==> config.mk <==
export PLATFORM = sky130hd
export DESIGN_NAME = fb_writer_flat
export DESIGN_NICKNAME = d
export VERILOG_FILES = /design/src/rtl/fb_writer_if.sv /design/src/rtl/fb_writer.sv /design/src/flat_wrapper.sv
export SDC_FILE = /design/constraint.sdc
export NUM_CORES = 1
export LEC_CHECK = 0
export BUFFER_PORTS_ARGS = -buffer_cell sky130_fd_sc_hd__buf_2
export CAP_MARGIN = 40
export CORE_MARGIN = 1
export CORE_UTILIZATION = 40
export DETAILED_ROUTE_END_ITERATION = 12
export PLACE_DENSITY = 0.69
export SLEW_MARGIN = 10
export SYNTH_ARGS = -nofsm -noshare
export SYNTH_HDL_FRONTEND = slang
export SYNTH_SLANG_ARGS = --single-unit
export TNS_END_PERCENT = 10
==> constraint.sdc <==
create_clock -name clk -period 4.8 [get_ports clk]
set_clock_uncertainty 0.2 [all_clocks]
set_input_delay 0 -clock clk [delete_from_list [all_inputs] [get_ports clk]]
set_output_delay 0 -clock clk [all_outputs]
set_load 0.05 [all_outputs]
==> src/rtl/fb_writer_if.sv <==
`default_nettype none
// ============================================================================
// Module      : fb_writer_if
// Description : Pixel-stream and framebuffer write-port bundle for fb_writer.
//               master : the frame writer (accepts pixels, issues writes)
//               slave  : the environment (pixel source + framebuffer memory)
//   pix_valid  source has a pixel on pix_data
//   pix_data   15-bit BGR555 pixel, raster order
//   pix_ready  writer accepts pix_data this cycle
//   mem_busy   framebuffer write port unavailable this cycle
//   wr_en      framebuffer write strobe
//   wr_addr    framebuffer word address
//   wr_data    framebuffer word {1'b0, pixel}
// Revision    : 1.0 - initial release
// ============================================================================
interface fb_writer_if;
    logic        pix_valid;
    logic [14:0] pix_data;
    logic        pix_ready;
    logic        mem_busy;
    logic        wr_en;
    logic [15:0] wr_addr;
    logic [15:0] wr_data;

    modport master (
        input  pix_valid, pix_data, mem_busy,
        output pix_ready, wr_en, wr_addr, wr_data
    );

    modport slave (
        output pix_valid, pix_data, mem_busy,
        input  pix_ready, wr_en, wr_addr, wr_data
    );
endinterface
`default_nettype wire

==> src/rtl/fb_writer.sv <==
`default_nettype none
// ============================================================================
// Module      : fb_writer
// Description : Accepts one frame of raster-ordered BGR555 pixels through a
//               small FIFO and writes them to consecutive framebuffer words
//               starting at address 0.
//   clk          sole clock, rising edge
//   rst          asynchronous active-high reset
//   frame_start  one-cycle request to begin a new frame (honoured in IDLE)
//   bus          fb_writer_if.master : pixel stream in, memory writes out
//   busy         high whenever the writer is not IDLE
//   frame_done   one-cycle pulse after the frame's final write
// Revision    : 1.0 - initial release
// ============================================================================
module fb_writer #(
    parameter int FB_W       = 240,
    parameter int FB_H       = 160,
    parameter int FIFO_DEPTH = 4
) (
    input  logic        clk,
    input  logic        rst,
    input  logic        frame_start,
    fb_writer_if.master bus,
    output logic        busy,
    output logic        frame_done
);

    localparam int c_PTR_W = $clog2(FIFO_DEPTH);
    localparam int c_CNT_W = $clog2(FB_W * FB_H + 1);

    localparam logic [c_CNT_W-1:0] c_TOTAL     = c_CNT_W'(FB_W * FB_H);
    localparam logic [c_CNT_W-1:0] c_LAST_ACC  = c_CNT_W'(FB_W * FB_H - 1);
    localparam logic [c_CNT_W-1:0] c_CNT_ONE   = c_CNT_W'(1);
    localparam logic [15:0]        c_LAST_ADDR = 16'(FB_W * FB_H - 1);
    localparam logic [c_PTR_W:0]   c_DEPTH     = (c_PTR_W + 1)'(FIFO_DEPTH);
    localparam logic [c_PTR_W:0]   c_PTR_ONE   = (c_PTR_W + 1)'(1);

    typedef enum logic [1:0] {
        S_IDLE   = 2'd0,
        S_ACTIVE = 2'd1,
        S_FLUSH  = 2'd2,
        S_DONE   = 2'd3
    } state_t;

    state_t               r_state;
    logic [14:0]          r_fifo [FIFO_DEPTH];
    // Pointers carry one extra wrap bit so full and empty are distinguishable.
    logic [c_PTR_W:0]     r_wptr;
    logic [c_PTR_W:0]     r_rptr;
    logic [c_CNT_W-1:0]   r_acc_cnt;
    logic [15:0]          r_addr;

    logic [c_PTR_W:0]     w_count;
    logic                 w_empty;
    logic                 w_full;
    logic                 w_ready;
    logic                 w_push;
    logic                 w_pop;

    assign w_count = r_wptr - r_rptr;
    assign w_empty = (r_wptr == r_rptr);
    assign w_full  = (w_count == c_DEPTH);

    // Ready looks at occupancy only: a full FIFO that pops this cycle still
    // refuses the incoming pixel.
    assign w_ready = (r_state == S_ACTIVE) && !w_full && (r_acc_cnt < c_TOTAL);
    assign w_push  = bus.pix_valid && w_ready;
    assign w_pop   = !w_empty && !bus.mem_busy;

    assign bus.pix_ready = w_ready;
    assign bus.wr_en     = w_pop;
    assign bus.wr_addr   = r_addr;
    assign bus.wr_data   = {1'b0, r_fifo[r_rptr[c_PTR_W-1:0]]};

    assign busy       = (r_state != S_IDLE);
    assign frame_done = (r_state == S_DONE);

    // Pixel storage needs no reset: nothing reads it while the FIFO is empty.
    always_ff @(posedge clk) begin
        if (w_push) begin
            r_fifo[r_wptr[c_PTR_W-1:0]] <= bus.pix_data;
        end
    end

    always_ff @(posedge clk or posedge rst) begin
        if (rst) begin
            r_state   <= S_IDLE;
            r_wptr    <= '0;
            r_rptr    <= '0;
            r_acc_cnt <= '0;
            r_addr    <= '0;
        end else if (r_state == S_IDLE) begin
            if (frame_start) begin
                r_state   <= S_ACTIVE;
                r_wptr    <= '0;
                r_rptr    <= '0;
                r_acc_cnt <= '0;
                r_addr    <= '0;
            end
        end else begin
            if (w_push) begin
                r_wptr    <= r_wptr + c_PTR_ONE;
                r_acc_cnt <= r_acc_cnt + c_CNT_ONE;
            end
            if (w_pop) begin
                r_rptr <= r_rptr + c_PTR_ONE;
                // Address holds on the final word so it never points past
                // the end of the frame.
                if (r_addr != c_LAST_ADDR) begin
                    r_addr <= r_addr + 16'd1;
                end
            end
            case (r_state)
                S_ACTIVE: begin
                    if (w_push && (r_acc_cnt == c_LAST_ACC)) begin
                        r_state <= S_FLUSH;
                    end
                end
                S_FLUSH: begin
                    // No pushes in FLUSH, so a pop at occupancy 1 empties it.
                    if (w_pop && (w_count == c_PTR_ONE)) begin
                        r_state <= S_DONE;
                    end
                end
                S_DONE:  r_state <= S_IDLE;
                default: r_state <= S_IDLE;
            endcase
        end
    end

endmodule
`default_nettype wire

==> src/flat_wrapper.sv <==
// flat-port wrapper written by rule: the top's interface ports become plain ports
module fb_writer_flat 
#(
    parameter int FB_W       = 240,
    parameter int FB_H       = 160,
    parameter int FIFO_DEPTH = 4
)
  (clk, rst, frame_start, busy, frame_done, bus_pix_valid, bus_pix_data, bus_mem_busy, bus_pix_ready, bus_wr_en, bus_wr_addr, bus_wr_data);
  fb_writer_if bus_i ();
  input  logic clk;
  input  logic rst;
  input  logic frame_start;
  output logic busy;
  output logic frame_done;
  input wire logic [$bits(bus_i.pix_valid)-1:0] bus_pix_valid;
  input wire logic [$bits(bus_i.pix_data)-1:0] bus_pix_data;
  input wire logic [$bits(bus_i.mem_busy)-1:0] bus_mem_busy;
  output wire logic [$bits(bus_i.pix_ready)-1:0] bus_pix_ready;
  output wire logic [$bits(bus_i.wr_en)-1:0] bus_wr_en;
  output wire logic [$bits(bus_i.wr_addr)-1:0] bus_wr_addr;
  output wire logic [$bits(bus_i.wr_data)-1:0] bus_wr_data;
  assign bus_i.pix_valid = bus_pix_valid;
  assign bus_i.pix_data = bus_pix_data;
  assign bus_i.mem_busy = bus_mem_busy;
  assign bus_pix_ready = bus_i.pix_ready;
  assign bus_wr_en = bus_i.wr_en;
  assign bus_wr_addr = bus_i.wr_addr;
  assign bus_wr_data = bus_i.wr_data;
  fb_writer #(.FB_W(FB_W), .FB_H(FB_H), .FIFO_DEPTH(FIFO_DEPTH)) u_core (.clk(clk), .rst(rst), .frame_start(frame_start), .bus(bus_i), .busy(busy), .frame_done(frame_done));
endmodule
======== Word level (Yosys, flattened, before mapping) ========
Memories as Yosys holds them, arrays and structs flattened.
Index checks and enable logic that the tools add are counted.
word-level totals
  flip-flop bits (word level) ............. 40
  RAM bits ................................ 60
  input bits .............................. 20
  output and inout bits ................... 36
  logic and storage cells ................. 59
  memories ................................ 1
cells by class
  add/sub/neg operators ................... 5
  magnitude comparators ................... 1
  equal/unequal tests ..................... 11
  mux-type cells .......................... 18
  reduce and logical (&&, ||, !) cells .... 18
memory list
  memory         depth  width  read ports  clocked after Yosys merged registers in  write ports  RTL line         RTL
  u_core.r_fifo  4      15     1           0                                        1            fb_writer.sv:46  logic [14:0] r_fifo [FIFO_DEPTH];
operators with widths
  operator                                                                 number
  16-bit two-way mux                                                       6
  16-bit by 1-bit adder with 16-bit output, second input constant          2
  16-bit == test, second input constant                                    1
  16-bit less-than comparator, second input constant                       1
  16-bit inequality test, second input constant                            1
  3-bit two-way mux                                                        5
  2-bit two-way mux                                                        4
  2-bit nonzero test                                                       4
  3-bit by 1-bit adder with 3-bit output, second input constant            2
  1-bit logical AND                                                        6
  3-bit AND reduction                                                      2
  2-bit == test, second input constant                                     2
  2-bit one-hot mux with 2 select lines                                    1
  2-bit AND reduction                                                      2
  3-bit by 1-bit == test with 1-bit output, second input constant          1
  3-bit == test                                                            1
  3-bit == test, second input constant                                     1
  1-bit logical NOT                                                        3
  3-bit by 1-bit inequality test with 1-bit output, second input constant  1
  3-bit inequality test, second input constant                             1
  3-bit subtractor                                                         1
  2-bit by 1-bit == test with 1-bit output, second input constant          1
  2-bit logical NOT                                                        1
  1-bit two-way mux                                                        2
  2-bit inequality test, second input constant                             1

======== Depth between registers and ports, before layout ========
Gate-level depths: netlist of run 1.
  depth in word-level cells ............... 10
  mapped depth ............................ 10
  depth with buffers taken out ............ 8

======== Worst setup path after synthesis of run 1 ========
OpenSTA, ideal clock, no wires.
  kind .................................... reg2reg
  start ................................... register u_core.r_wptr[0]
  end ..................................... memory u_core.r_fifo[3][0] (enable)
  setup time .............................. 0.426 ns
  arrival ................................. 3.018 ns
  data required time ...................... 4.174 ns
  setup slack ............................. 1.157 ns
  stages on the path, launching flop included .. 8
  path buffers ............................ 1
  period minus slack after synthesis ...... 3.643 ns
  path through ............................ dfrtp_1 inv_1 ha_1 fa_1 xor3_1 and3_4 buf_6 nor4_1
between the ends
  longest elaborated chain between the ends .. 8
ends and longest elaborated chain
  item                                     RTL line          RTL
  from (decl)                              fb_writer.sv:48   logic [c_PTR_W:0] r_wptr;
  from (signal assigned)                   fb_writer.sv:102  r_wptr <= r_wptr + c_PTR_ONE;
  3-bit subtractor                         fb_writer.sv:60   assign w_count = r_wptr - r_rptr;
  3-bit == test                            fb_writer.sv:62   assign w_full = (w_count == c_DEPTH);
  1-bit logical NOT                        fb_writer.sv:66   assign w_ready = (r_state == S_ACTIVE) && !w_full && (r_acc_cnt < c_TOTAL);
  1-bit logical AND (2 in a row)           fb_writer.sv:66
  1-bit logical AND                        fb_writer.sv:67   assign w_push = bus.pix_valid && w_ready;
  1-bit two-way mux                        fb_writer.sv:80   if (w_push) begin
  1-bit two-way mux (not written as such)  fb_writer.sv:81   r_fifo[r_wptr[c_PTR_W-1:0]] <= bus.pix_data;
  to (decl)                                fb_writer.sv:46
Parallel ways exist; a longest one is shown, timed or not.

======== Worst setup path after layout of run 1 ========
  start ................................... register u_core.r_rptr[1]
  end ..................................... memory u_core.r_fifo[1][11] (enable)
between the ends
  longest elaborated chain between the ends .. 8
ends and longest elaborated chain
  item                                     RTL line          RTL
  from (decl)                              fb_writer.sv:49   logic [c_PTR_W:0] r_rptr;
  from (signal assigned)                   fb_writer.sv:106  r_rptr <= r_rptr + c_PTR_ONE;
  3-bit subtractor                         fb_writer.sv:60
  3-bit == test                            fb_writer.sv:62
  1-bit logical NOT                        fb_writer.sv:66
  1-bit logical AND (2 in a row)           fb_writer.sv:66
  1-bit logical AND                        fb_writer.sv:67
  1-bit two-way mux                        fb_writer.sv:80
  1-bit two-way mux (not written as such)  fb_writer.sv:81
Every way passes these cells.

==> results of run 1 <==
-- sequential cells by signal, summed over array words and instances (netlist names) --
| signal | flops |
|---|---|
| u_core.r_wptr | 3 |
| u_core.bus.wr_addr | 16 |
| u_core.r_fifo | 60 |
| u_core.r_acc_cnt | 16 |
| u_core.r_rptr | 3 |
| u_core.r_state | 2 |
-- cell usage after synthesis, drive strengths merged, types with 6 or more instances --
cell	instances	area, µm²
edfxtp	60	1800
nand2	26	97.6
mux2i	6	60.1
nor2	19	71.3
nor4	6	65.1
dfrtp	40	1000
a21oi	9	45.0
mux4	15	338
nand3	13	65.1
ha	13	163
and3	8	55.1
clkbuf	11	41.3
xnor2	7	61.3
or3	7	43.8
o21ai	13	65.1
inv	11	41.3
-- worst paths after layout --
path | end | depth (start not counted) | from
max in group asynchronous | u_core.r_acc_cnt[14]$_DFFE_PP0P_ | 4 | rst
worst max register to register | u_core.r_fifo[1][11]$_DFFE_PP_ | 5 | u_core.r_rptr[1]$_DFFE_PP0P_
worst max-delay path | u_core.r_fifo[1][11]$_DFFE_PP_ | 5 | u_core.r_rptr[1]$_DFFE_PP0P_
worst min register to register | u_core.r_acc_cnt[0]$_DFFE_PP0P_ | 1 | u_core.r_acc_cnt[0]$_DFFE_PP0P_
worst min-delay path | u_core.r_acc_cnt[5]$_DFFE_PP0P_ | 4 | rst
min in group clk | u_core.r_fifo[3][3]$_DFFE_PP_ | 4 | bus_pix_valid
-- cell families after synthesis --
kind of cell	share of synthesized area [%]
AND/OR/NAND/NOR	13.8
other	0.0805
buffers and inverters	2.36
multiplexers	9.03
XOR/XNOR	2.77
AO/OA/AOI/OAI	7.90
flip-flops	60.2
adder cells (fa/ha/maj)	3.92
-- per-stage QoR --
stage                     total power, mW  instances  cell area (µm²)
after detailed placement             2.23        525             5070
after CTS                            2.96        559             5550
final                                2.92        559             5550
after floorplan                      1.99        339             4660
after global placement               2.19        525             5070
after global routing                 3.09        559             5550
-- worst max-delay path, stage by stage (launching register included) --
cell	delay [ns]
dfrtp_1	0.69
fa_1	0.55
xor3_1	0.21
and3_4	0.26
nor2_1	0.20
and3_1	0.72
-- layer usage --
layer	up-vias	part of all wire [%]
li1	1447	-
met1	1512	46
met2	77	48
met3	12	4.7
met4	0	1.3
met5	-	0
-- power by group --
part           total [mW]  internal, mW  switching [mW]  leakage (nW)
clock network       0.709         0.407           0.302         0.141
logic                1.13         0.356           0.775         0.919
registers            1.08          1.00          0.0846          1.09
total                2.92          1.76            1.16          2.15
-- area by class of cell --
class | instances | area [µm²]
Timing Repair Buffer | 76 | 480
Multi-Input combinational cell | 213 | 1750
Sequential cell | 100 | 2800
Inverter | 11 | 41.3
Clock buffer | 11 | 233
Fill cell | 981 | 5820
Tap cell | 143 | 179
Clock inverter | 5 | 60.1
==> flow_summary.json, run 1 <==
{
  "outcome": "finished, final reports clean",
  "clk_pin_slew_ns": 0.06,
  "grt_usage_pct": 16.8,
  "grt_first_pass_wirelength_mm": 15.2,
  "wl_per_cell_um": 16.6,
  "crit_arrival_ns": 2.98,
  "antenna_found_initial": 0,
  "synth_ff_type": "edfxtp_1",
  "rows": 39,
  "cp_max_fo": 18,
  "grt_setup_unrepaired": "no",
  "fin_crit_sh_pct": 66.9,
  "setup_viol": 0,
  "power_density_mw_per_mm2": 527,
  "drive_gt1_share_pct": 23.8,
  "grt_max_degree": 41,
  "firstDrtPassIters": 4,
  "cts_tree": "yes",
  "area_growth_pct": 19.1,
  "fp.coreArea_mm2": 0.0114,
  "grt.overflow.total": 0,
  "clk_latency_ns": 0.34,
  "final_util_pct": 48.8,
  "max_slew_margin_pct": 40.7,
  "first_global_vias": 3077,
  "dieArea_mm2": 0.0121,
  "via_per_inst": 5.45,
  "ir_drop_mv": 0.450,
  "crit_required_ns": 4.57,
  "syn_area_mm2": 0.00466,
  "syn_inst": 339,
  "drt-initial-drc-count": 154,
  "ys_async_sr_fraction_pct": 40.0,
  "ctsResizeCount": 0,
  "hold_violations": 0,
  "h-tree-depth": 3,
  "wl_mm": 9.28,
  "die_y_um": 110,
  "initial_core_util_pct": 41.0,
  "use_met1_pct": 21.5,
  "tns_ns": 0,
  "layout_commonest_cell": "edfxtp_1",
  "grt.busiest_layer": "met2",
  "syn_avg_cell_area_um2": 13.7,
  "clock_path_buffers": 2,
  "gp_congestion": 0.855,
  "n_antenna_cell": 0,
  "clock-sinks": 100,
  "numCtsBuffers": 9,
  "start_kind": "flip-flop",
  "postCtsHoldBufs": 18,
  "finalWorstSetupSlack_ns": 1.59,
  "fin_nets": 445,
  "place_ws_ns": 1.54,
  "drc": 0,
  "port_buffers": 54,
  "root_buffer": "clkbuf_16",
  "p_leak_nw": 2.15,
  "hold_slack_ns": 0.132,
  "period_needed_ns": 3.21,
  "ant_nets": 0,
  "min_path_type": "input port to async pin",
  "ys.warnings.count": 0,
  "ys_types": 58,
  "dieWidth_um": 110,
  "cp-end-kind": "flip-flop",
  "gr-usage-met3_pct": 4.51,
  "syn_nets": 373,
  "critPathKind": "flip-flop to flip-flop",
  "fmaxAchievable_ghz": 0.312,
  "grtUsageMet2_pct": 27.7,
  "worst_pin_slew_ns": 0.890,
  "max_cap_violations": 0,
  "r2r_setup_slack_ns": 1.59,
  "synth_edf_count": 60,
  "ys_ff_latch": 100,
  "vias": 3048,
  "place.detailed.hpwl_mm": 6.30,
  "seq_area_frac_synth_pct": 60.2,
  "postCtsSetupRepairBufs": 0,
  "final_cell_mix": "60 x edfxtp_1, 54 x buf_2, 40 x dfrtp_1, 26 x nand2_1, 19 x nor2_1",
  "drv_slew": 0,
  "ioPinCount": 56
}
(Power assumes the default switching activity.)
==> run 2: changes to the inputs <==
--- a/config.mk
+++ b/config.mk
@@ -10,7 +10,7 @@
 export CORE_MARGIN = 1
 export CORE_UTILIZATION = 40
 export DETAILED_ROUTE_END_ITERATION = 12
-export PLACE_DENSITY = 0.69
+export PLACE_DENSITY = 0.72
 export SLEW_MARGIN = 10
 export SYNTH_ARGS = -nofsm -noshare
 export SYNTH_HDL_FRONTEND = slang
==> constraint.sdc (replaced) <==
create_clock -name clk -period 2.9 [get_ports clk]
set_clock_uncertainty 0.2 [all_clocks]
set_input_delay 0 -clock clk [delete_from_list [all_inputs] [get_ports clk]]
set_output_delay 0 -clock clk [all_outputs]
set_load 0.05 [all_outputs]
==> run 2 against run 1 <==
  * Maximum frequency increased by 16%
  * Count of clock-buffer cells in the layout decreased by 2
  * Cell count is 1.6% higher
  * Die area did not move
  * Total power grew 70%
  * First-iteration DRC count increased by 81%
  * Hold slack worse by 0.091 ns
  * Sequential share of layout area fell by 1.1 points
  * Core utilization up 1.1 points
  * Flip-flop and latch count did not move
  * Register-to-register slack worse by 1.5 ns
==> flow_summary.json, run 2 (synthesized netlist as in run 1, its figures left out) <==
{
  "outcome": "finished, final reports clean",
  "fmaxAchievable_ghz": 0.362,
  "gr-usage-met3_pct": 3.85,
  "crit_required_ns": 2.70,
  "cts_tree": "yes",
  "fin_crit_sh_pct": 95.3,
  "initial_core_util_pct": 41.0,
  "fp.coreArea_mm2": 0.0114,
  "largest_reg_flops": 60,
  "ir_drop_mv": 0.756,
  "worst_pin_slew_ns": 0.754,
  "layout_commonest_cell": "edfxtp_1",
  "critPathKind": "flip-flop to flip-flop",
  "p_int_mw": 2.93,
  "setup_viol": 0,
  "period_needed_ns": 2.76,
  "grt_first_pass_wirelength_mm": 15.2,
  "postCtsSetupRepairBufs": 0,
  "drv_slew": 0,
  "hold_slack_ns": 0.0410,
  "grtUsageMet2_pct": 28.0,
  "power_density_mw_per_mm2": 874,
  "n_antenna_cell": 0,
  "grt_usage_pct": 16.8,
  "dieWidth_um": 110,
  "drive_gt1_share_pct": 27.3,
  "wl_mm": 9.47,
  "vias": 3090,
  "place.detailed.hpwl_mm": 6.43,
  "wl_per_cell_um": 16.7,
  "ioPinCount": 56,
  "grt.overflow.total": 0,
  "start_kind": "flip-flop",
  "clock-sinks": 100,
  "clk_latency_ns": 0.34,
  "cp_top_family": "simple AND/OR/NAND/NOR gates",
  "clkPwrFrac_pct": 23.7,
  "gp_congestion": 0.824,
  "max_slew_margin_pct": 49.6,
  "crit_path_cell_trace": "inv_1 > ha_1 > fa_1 > xor3_1 > and3_4 > nor2_2 > and3_2",
  "crit_arrival_ns": 2.56,
  "numCtsBuffers": 9,
  "h-tree-depth": 3,
  "drc": 0,
  "die_y_um": 110,
  "fin_nets": 454,
  "dieArea_mm2": 0.0121,
  "tns_ns": 0,
  "power.total_mw": 4.96,
  "hold_violations": 0,
  "cp_max_fo": 15,
  "combPwrFrac_pct": 40.8,
  "port_buffers": 54,
  "rows": 39,
  "root_buffer": "clkbuf_16",
  "use_met1_pct": 21.4,
  "clock_path_buffers": 2,
  "first_global_vias": 3008,
  "clk_pin_slew_ns": 0.07,
  "min_path_type": "input port to flip-flop",
  "slowest_delay_ns": 0.47,
  "ant_nets": 0,
  "firstDrtPassIters": 4,
  "grt_max_degree": 23,
  "seq_power_share_pct": 35.6,
  "drt-initial-drc-count": 279,
  "cpMaxStageDelayCell": "and3_2",
  "via_per_inst": 5.44,
  "antenna_found_initial": 0,
  "grt_setup_unrepaired": "no",
  "area_growth_pct": 21.9,
  "max_cap_violations": 0,
  "p_leak_nw": 2.21,
  "critPathBufInv": 1,
  "p_sw_share_pct": 41.0,
  "grt.busiest_layer": "met2",
  "final_cell_mix": "60 x edfxtp_1, 54 x buf_2, 40 x dfrtp_1, 26 x nand2_1, 19 x dlygate4sd3_1",
  "cp-end-kind": "flip-flop",
  "power.net_switching_mw": 2.03
}
run 2: changes by cell type in the layout (fill, tap and decap cells not counted), moves of 2 or more:
cell,change
buf_4,+7
and3_1,-3
and3_2,+3
clkbuf_1,-2
inv_8,+2
run 2: power groups by stage:
stage | combinational, mW | sequential (mW) | clock (mW)
3_5_place_dp | 1.96 | 1.79 | 0
6_report | 2.02 | 1.76 | 1.18
4_1_cts | 2.01 | 1.76 | 1.20
2_1_floorplan | 1.49 | 1.83 | 0
3_3_place_gp | 1.92 | 1.78 | 0
5_1_grt | 2.20 | 1.78 | 1.27
run 2: path summary, 6_finish.rpt:
path / startpoint / end / slack [ns] / cells after the start
setup / recovery: u_core.r_wptr[0]$_DFFE_PP0P_ / u_core.r_fifo[2][2]$_DFFE_PP_ / 0.14 / 7
max in group asynchronous: rst / u_core.bus.wr_addr[3]$_DFFE_PP0P_ / 1.60 / 4
min in group asynchronous: rst / u_core.r_acc_cnt[8]$_DFFE_PP0P_ / 0.13 / 3
setup reg to reg: u_core.r_wptr[0]$_DFFE_PP0P_ / u_core.r_fifo[2][2]$_DFFE_PP_ / 0.14 / 7
hold / removal: bus_pix_valid / u_core.r_wptr[2]$_DFFE_PP0P_ / 0.04 / 5
hold reg to reg: u_core.bus.wr_addr[1]$_DFFE_PP0P_ / u_core.bus.wr_addr[1]$_DFFE_PP0P_ / 0.34 / 2
run 2: worst reg2reg max path: cells and delay by family, from the launching register on:
family                     cells  cell delay (ns)
xor gates and xnor gates       1             0.22
adders and majority gates      2             0.58
and+or+nand+nor                3             0.90
buffers and inverters          1             0.11
DFF                            1             0.42
run 2: final cells by class:
class                           count  area (µm²)
Clock buffer                        9         225
Clock inverter                      7        70.1
Fill cell                         975        5690
Inverter                           11        41.3
Multi-Input combinational cell    213        1790
Sequential cell                   100        2800
Tap cell                          143         179
Timing Repair Buffer               85         563
run 2: timing repair:
item | in CTS | in global routing
hold buffers | 19 | 0
hold endpoints to repair | 82 | 0
setup endpoints to repair | 0 | 3
gates resized for setup | 0 | 3
run 2: per-stage QoR:
stage | cell area, µm² | setup WS [ns] | instances | util [%]
floorplan | 4680 | -0.0746 | 339 | -
global placement | 5170 | 0.207 | 533 | 45.4
detailed placement | 5170 | 0.109 | 533 | 45.4
CTS | 5650 | 0.0875 | 568 | 49.7
global route | 5680 | 0.0124 | 568 | 49.9
finish | 5680 | 0.137 | 568 | 49.9
run 2: metal layers:
layer  part of all wire [%]  vias to the layer above
met5                      0                        -
met4                    1.5                        0
met3                    3.5                       13
met2                     50                       66
met1                     45                     1542
li1                       -                     1469
